==> config.mk <==
export PLATFORM = sky130hd
export DESIGN_NAME = kbms_event_arbiter
export DESIGN_NICKNAME = d
export VERILOG_FILES = /design/src/rtl/kbms_pkg.sv /design/src/rtl/kbms_event_arbiter_fifo.sv /design/src/rtl/kbms_event_arbiter.sv
export SDC_FILE = /design/constraint.sdc
export NUM_CORES = 1
export LEC_CHECK = 0
export ABC_CLOCK_PERIOD_IN_PS = 4500
export CORE_ASPECT_RATIO = 1.5
export CORE_MARGIN = 8
export CORE_UTILIZATION = 30
export DETAILED_ROUTE_END_ITERATION = 8
export DONT_BUFFER_PORTS = 1
export PLACE_DENSITY_LB_ADDON = 0.12
export SYNTH_ARGS = -nofsm -noshare
export SYNTH_HDL_FRONTEND = slang
export SYNTH_SLANG_ARGS = --single-unit
==> constraint.sdc <==
create_clock -name clk -period 4.5 [get_ports clk]
set_clock_uncertainty 0.2 [all_clocks]
set_input_delay 0.675 -clock clk [delete_from_list [all_inputs] [get_ports clk]]
set_output_delay 0.675 -clock clk [all_outputs]
set_load 0.05 [all_outputs]
==> src/rtl/kbms_pkg.sv <==
// Shared types for the keyboard/mouse event arbiter: event width, source ids,
// capture FSM states and the output event record.
package kbms_pkg;
  localparam int EV_W = 16;

  typedef enum logic {SRC_KB = 1'b0, SRC_MS = 1'b1} src_e;

  typedef enum logic {CAP_IDLE = 1'b0, CAP_DRAIN = 1'b1} cap_state_e;

  typedef struct packed {
    logic            is_mouse;
    logic [EV_W-1:0] data;
  } event_t;
endpackage

==> src/rtl/kbms_event_arbiter_fifo.sv <==
// ev_fifo: synchronous event FIFO, zero-latency read head, pointers carry a wrap bit.
// A push into a full FIFO is accepted only with a same-cycle pop; ovwr replaces the newest entry.
module ev_fifo #(
  parameter int DEPTH = 4,
  parameter int W     = 16
) (
  input  logic                     clk,
  input  logic                     rst_n,
  input  logic                     push,
  input  logic                     ovwr,
  input  logic [W-1:0]             din,
  input  logic                     pop,
  output logic [W-1:0]             dout,
  output logic                     full,
  output logic                     empty,
  output logic [$clog2(DEPTH):0]   level
);
  localparam int AW = $clog2(DEPTH);

  logic [W-1:0]  mem [DEPTH];
  logic [AW:0]   wr_ptr;
  logic [AW:0]   rd_ptr;
  logic [AW-1:0] tail_idx;
  logic          do_push;
  logic          do_pop;
  logic          do_ovwr;

  assign empty    = (wr_ptr == rd_ptr);
  assign full     = (wr_ptr[AW] != rd_ptr[AW]) && (wr_ptr[AW-1:0] == rd_ptr[AW-1:0]);
  assign level    = wr_ptr - rd_ptr;
  assign dout     = mem[rd_ptr[AW-1:0]];
  assign tail_idx = wr_ptr[AW-1:0] - AW'(1);

  assign do_pop  = pop && !empty;
  assign do_push = push && (!full || do_pop);
  // Overwrite only applies when the normal push path cannot take the word.
  assign do_ovwr = ovwr && full && !do_pop;

  always_ff @(posedge clk or negedge rst_n) begin
    if (!rst_n) begin
      wr_ptr <= '0;
      rd_ptr <= '0;
    end else begin
      if (do_push) wr_ptr <= wr_ptr + (AW+1)'(1);
      if (do_pop)  rd_ptr <= rd_ptr + (AW+1)'(1);
    end
  end

  always_ff @(posedge clk) begin
    if (do_push)      mem[wr_ptr[AW-1:0]] <= din;
    else if (do_ovwr) mem[tail_idx]       <= din;
  end
endmodule

==> src/rtl/kbms_event_arbiter.sv <==
// Drains the link receiver into kb/ms FIFOs and round-robins them onto one registered event stream;
// capture-to-ev_valid is one edge, output holds under !ev_ready. MOUSE_COALESCE_EN: full mouse FIFO overwrites newest.
module kbms_event_arbiter
  import kbms_pkg::*;
#(
  parameter int KB_DEPTH = 4,
  parameter int MS_DEPTH = 4
) (
  input  logic                        clk,
  input  logic                        rst_n,
  input  logic                        rx_data_ready,
  input  logic                        rx_is_mouse,
  input  logic [15:0]                 rx_data,
  output logic                        rx_retrieved,
  output logic                        ev_valid,
  output logic                        ev_is_mouse,
  output logic [15:0]                 ev_data,
  input  logic                        ev_ready,
  output logic [$clog2(KB_DEPTH):0]   kb_level,
  output logic [$clog2(MS_DEPTH):0]   ms_level,
  output logic                        ovf_kb,
  output logic                        ovf_ms,
  input  logic                        ovf_clr
);
  cap_state_e cap_state, cap_next;
  logic       cap;
  src_e       last_grant;
  event_t     ev_q;

  logic            kb_push, ms_push, kb_pop, ms_pop, ms_ovwr;
  logic            kb_full, kb_empty, ms_full, ms_empty;
  logic            kb_drop, ms_drop, load_en, take_kb, take_ms;
  logic [EV_W-1:0] kb_dout, ms_dout;

  always_ff @(posedge clk or negedge rst_n) begin
    if (!rst_n) cap_state <= CAP_IDLE;
    else        cap_state <= cap_next;
  end

  // DRAIN gives the receiver one cycle to clear data_ready after the acknowledge.
  always_comb begin
    cap_next = cap_state;
    cap      = 1'b0;
    case (cap_state)
      CAP_IDLE: begin
        if (rx_data_ready) begin
          cap      = 1'b1;
          cap_next = CAP_DRAIN;
        end
      end
      CAP_DRAIN: cap_next = CAP_IDLE;
      default:   cap_next = CAP_IDLE;
    endcase
  end

  assign rx_retrieved = (cap_state == CAP_DRAIN);
  assign kb_push      = cap && !rx_is_mouse;
  assign ms_push      = cap &&  rx_is_mouse;

  assign load_en = !ev_valid || ev_ready;
  assign take_kb = !kb_empty && (ms_empty || last_grant == SRC_MS);
  assign take_ms = !ms_empty && !take_kb;
  assign kb_pop  = load_en && take_kb;
  assign ms_pop  = load_en && take_ms;

  assign kb_drop = kb_push && kb_full && !kb_pop;
`ifdef MOUSE_COALESCE_EN
  assign ms_ovwr = ms_push && ms_full && !ms_pop;
  assign ms_drop = 1'b0;
`else
  assign ms_ovwr = 1'b0;
  assign ms_drop = ms_push && ms_full && !ms_pop;
`endif

  ev_fifo #(.DEPTH(KB_DEPTH), .W(EV_W)) u_kb_fifo (
    .clk(clk), .rst_n(rst_n), .push(kb_push), .ovwr(1'b0), .din(rx_data),
    .pop(kb_pop), .dout(kb_dout), .full(kb_full), .empty(kb_empty), .level(kb_level)
  );

  ev_fifo #(.DEPTH(MS_DEPTH), .W(EV_W)) u_ms_fifo (
    .clk(clk), .rst_n(rst_n), .push(ms_push), .ovwr(ms_ovwr), .din(rx_data),
    .pop(ms_pop), .dout(ms_dout), .full(ms_full), .empty(ms_empty), .level(ms_level)
  );

  always_ff @(posedge clk or negedge rst_n) begin
    if (!rst_n) begin
      ev_valid   <= 1'b0;
      ev_q       <= '0;
      last_grant <= SRC_MS;
    end else if (load_en) begin
      ev_valid <= kb_pop || ms_pop;
      if (kb_pop) begin
        ev_q       <= '{is_mouse: 1'b0, data: kb_dout};
        last_grant <= SRC_KB;
      end else if (ms_pop) begin
        ev_q       <= '{is_mouse: 1'b1, data: ms_dout};
        last_grant <= SRC_MS;
      end
    end
  end

  assign ev_is_mouse = ev_q.is_mouse;
  assign ev_data     = ev_q.data;

  // A set in the same cycle as ovf_clr wins.
  always_ff @(posedge clk or negedge rst_n) begin
    if (!rst_n) begin
      ovf_kb <= 1'b0;
      ovf_ms <= 1'b0;
    end else begin
      if (kb_drop)      ovf_kb <= 1'b1;
      else if (ovf_clr) ovf_kb <= 1'b0;
      if (ms_drop)      ovf_ms <= 1'b1;
      else if (ovf_clr) ovf_ms <= 1'b0;
    end
  end
endmodule

==> metrics.md <==
| Metric | Value |
|---|---|
| Hold Vio Cnt, Final | 0 |
| Yosys cell types | 43 |
| Synth Register Bits | 162 |
| Initial core utilization | 0.304 |
| Drt first pass iters | 4 |
| Final GP Congestion | 0.773 |
| Simple-Gate Fraction of Synth Area | 0.0380 |
| Crit path launch type | register |
| I/O pin count | 49 |
| Drt total wl | 15.2 mm |
| Area grow syn2layout | 14.4% |
| CP required | 4600 ps |
| PD cells | 759 mW/mm2 |
| DP Area | 0.00716 mm2 |
| Most instantiated cells after synthesis | 128 x edfxtp_1, 33 x dfrtp_1, 26 x mux2_2, 26 x mux4_2, 14 x ha_1 |
| Crit path kind | register to register |
| Die height | 200 um |
| Clock Latency Late Sink | 420 ps |
| Clock transition at path regs | 60 ps |
| Fmax | 0.346 GHz |
| Die Width | 139 um |
| TritonCTS clock tree | done |
| Initial antenna violation count | 0 |
| Post-Layout Inst Area | 0.00772 mm2 |
| Multi-input gate area | 0.00197 mm2 |
| Mapped Cells | 351 |
| Area of the core | 0.0222 mm2 |
| Worst path cell trace | inv_1 > ha_1 > nand2_1 > o21bai_2 > nand3_2 > buf_4 > mux2_4 |
| Share of cells above drive strength 1 | 0.293 |
| Max-cap violations | 0 |
| Antenna Cells | 0 |
| Clk buf depth | 2 |
| Critical path startpoint | u_ms_fifo.wr_ptr[0]$_DFFE_PN0P_ |
| Die area | 0.0277 mm2 |
| Register Area | 0.00470 mm2 |
| Global Route Usage Sum | 0.115 |
| HPWL reported at the end of detailed placement | 9.37 mm |
| RR Startpoint | u_ms_fifo.wr_ptr[0]$_DFFE_PN0P_ |
| Largest family of logic cells by synthesized area | multiplexers |
| Vias per cell | 4.85 |
| Post-synth top area cell | edfxtp_1 |
| Max incr delay on CP | 460 ps |
| Seq/Total Area, Yosys | 0.695 |
| Mean Syn Cell Area | 19.2 um2 |
| VDD IR max | 0.326 mV |
| Most numerous cell in the Yosys netlist | edfxtp_1 |
| Post-synthesis compound-gate area fraction | 0.0306 |
| Setup TNS Final | 0 ps |
| Yosys warns | 0 |
| Crit. End Element | register |
| Synthesized area | 0.00675 mm2 |
| Pin count of the biggest net entering global routing | 35 |
| Vias in the first global route | 3622 |
| Row cnt | 67 |
| Avg WL per Cell | 23.0 um |
| Cts repair resizes | 0 |
| FFs w/ async S/R, synth | 0.210 |
| # setup viols final | 0 |
| Crit-path leading delay family | simple AND/OR/NAND/NOR gates |
| Mux contribution to synthesized area | 0.171 |
| Slew Limit Fails | 0 |
| Cts bufs inserted | 17 |
| Number of fill cells in the layout | 2053 |
| Synthesized Nets | 389 |
| RSZ-0062 raised after global routing | false |
| Final period utilization | 0.643 |
| Port Buffers | 0 |
| Root buf cell | clkbuf_16 |
| Min-delay worst type | primary input to register |
| DR vias | 3210 |
| WP buf/inv | 2 |
| Leak | 2.65 nW |
| # DRC | 0 |
| Ranking of synthesized cells by area | edfxtp_1 57%, dfrtp_1 12%, mux4_2 8.7% |
| Grt total ovfl | 0 |
| Worst-margin pin slew | 828 ps |
| XOR/XNOR Fraction of Synth Area | 0.0141 |
| # clock sinks | 162 |
| Slowest-stage cell, CP | nand3_2 |
| Global-route wire length before repair | 23.1 mm |
| Status | complete, no violations |
| Drt first-iter violations | 154 |
| Slew headroom | 0.446 |
| Synth Area in Adders | 0.0319 |
| Minimum clock period | 2890 ps |
| HP Start | rx_data[4] |
| CP Max Fanout | 12 |
| Routed Antenna Nets | 0 |
| Arrival time worst endpoint | 3000 ps |
| Synth Flop Type | edfxtp_1 |
| Post-synth EDFFs | 128 |
| # nets final | 411 |
| Synth top area share | 0.569 |
| Htree depth | 4 |
## power breakdown
group          total, W  internal (W)  switching, W
Sequential      0.00236       0.00188      0.000481
Combinational   0.00218      0.000937       0.00124
Clock           0.00133      0.000775      0.000551
Total           0.00587       0.00359       0.00227
## routing by layer
metal,up-vias,wire length [um],track usage
li1,1438,-,-
met1,1692,5840,0.116
met2,61,8320,0.211
met3,19,742,0.0355
met4,0,312,0.0578
met5,-,0,0
## registers in the layout, indices dropped and copies added, names as in the netlist, 3 cells and up
signal and flops:
ev_data 16, u_kb_fifo.mem 64, u_kb_fifo.rd_ptr 3, u_kb_fifo.wr_ptr 3, u_ms_fifo.mem 64, u_ms_fifo.rd_ptr 3
u_ms_fifo.wr_ptr 3
## final timing paths
check,end,slack [ps],cells past startpoint
min reg2reg,u_kb_fifo.rd_ptr[2]$_DFFE_PN0P_,340,1
max reg2reg,ev_data[9]$_DFFE_PN0P_,1610,7
min in group asynchronous,ovf_kb$_DFFE_PN0P_,510,2
max in group asynchronous,last_grant$_DFFE_PN1P_,3320,2
min,u_kb_fifo.mem[2][4]$_DFFE_PP_,150,0
max,ev_data[9]$_DFFE_PN0P_,1610,7
## through the flow
step	utilization	instances	setup slack, ps	total power [W]	hold slack [ps]
3_5_place_dp	0.323	628	1580	0.00463	182
5_1_grt	0.348	662	1410	0.00621	117
2_1_floorplan	-	351	648	0.00408	179
4_1_cts	0.348	662	1570	0.00599	119
3_3_place_gp	0.323	628	1650	0.00461	181
6_report	0.348	662	1610	0.00587	145
## final cells by class
type / instances / share of cell area
multi-input cells: 163 / 0.254
inverters: 12 / 0.00583
clock inverters: 5 / 0.00729
well taps: 276 / 0.0447
clock buffers: 27 / 0.0612
flip-flops and latches: 162 / 0.608
repair buffers: 17 / 0.0185
## cell families (layout without fill, tap and decap cells)
logic type | Yosys count | count (layout)
fa+ha+maj | 16 | 16
compound gates | 27 | 27
xor+xnor | 10 | 10
mux | 66 | 66
buf+inv | 26 | 61
simple gates | 44 | 44
flops | 162 | 162
## cell usage in the layout (no fill, tap or decap), types with 6 or more instances in the layout
cell type,n
edfxtp_1,128
dfrtp_1,33
mux2_2,26
mux4_2,26
clkbuf_16,17
buf_4,15
ha_1,14
inv_1,12
nand3_1,12
clkbuf_1,9
nor3b_2,8
mux2_4,7
xnor2_1,6
nor2_1,6
o211ai_1,6
mux4_1,6
## what timing repair did
item                                   in CTS  in global routing
hold buffers                                2                  0
endpoints found under the hold margin      34                  0
setup buffers                               0                  0
Power figures use the tool's default switching activity.
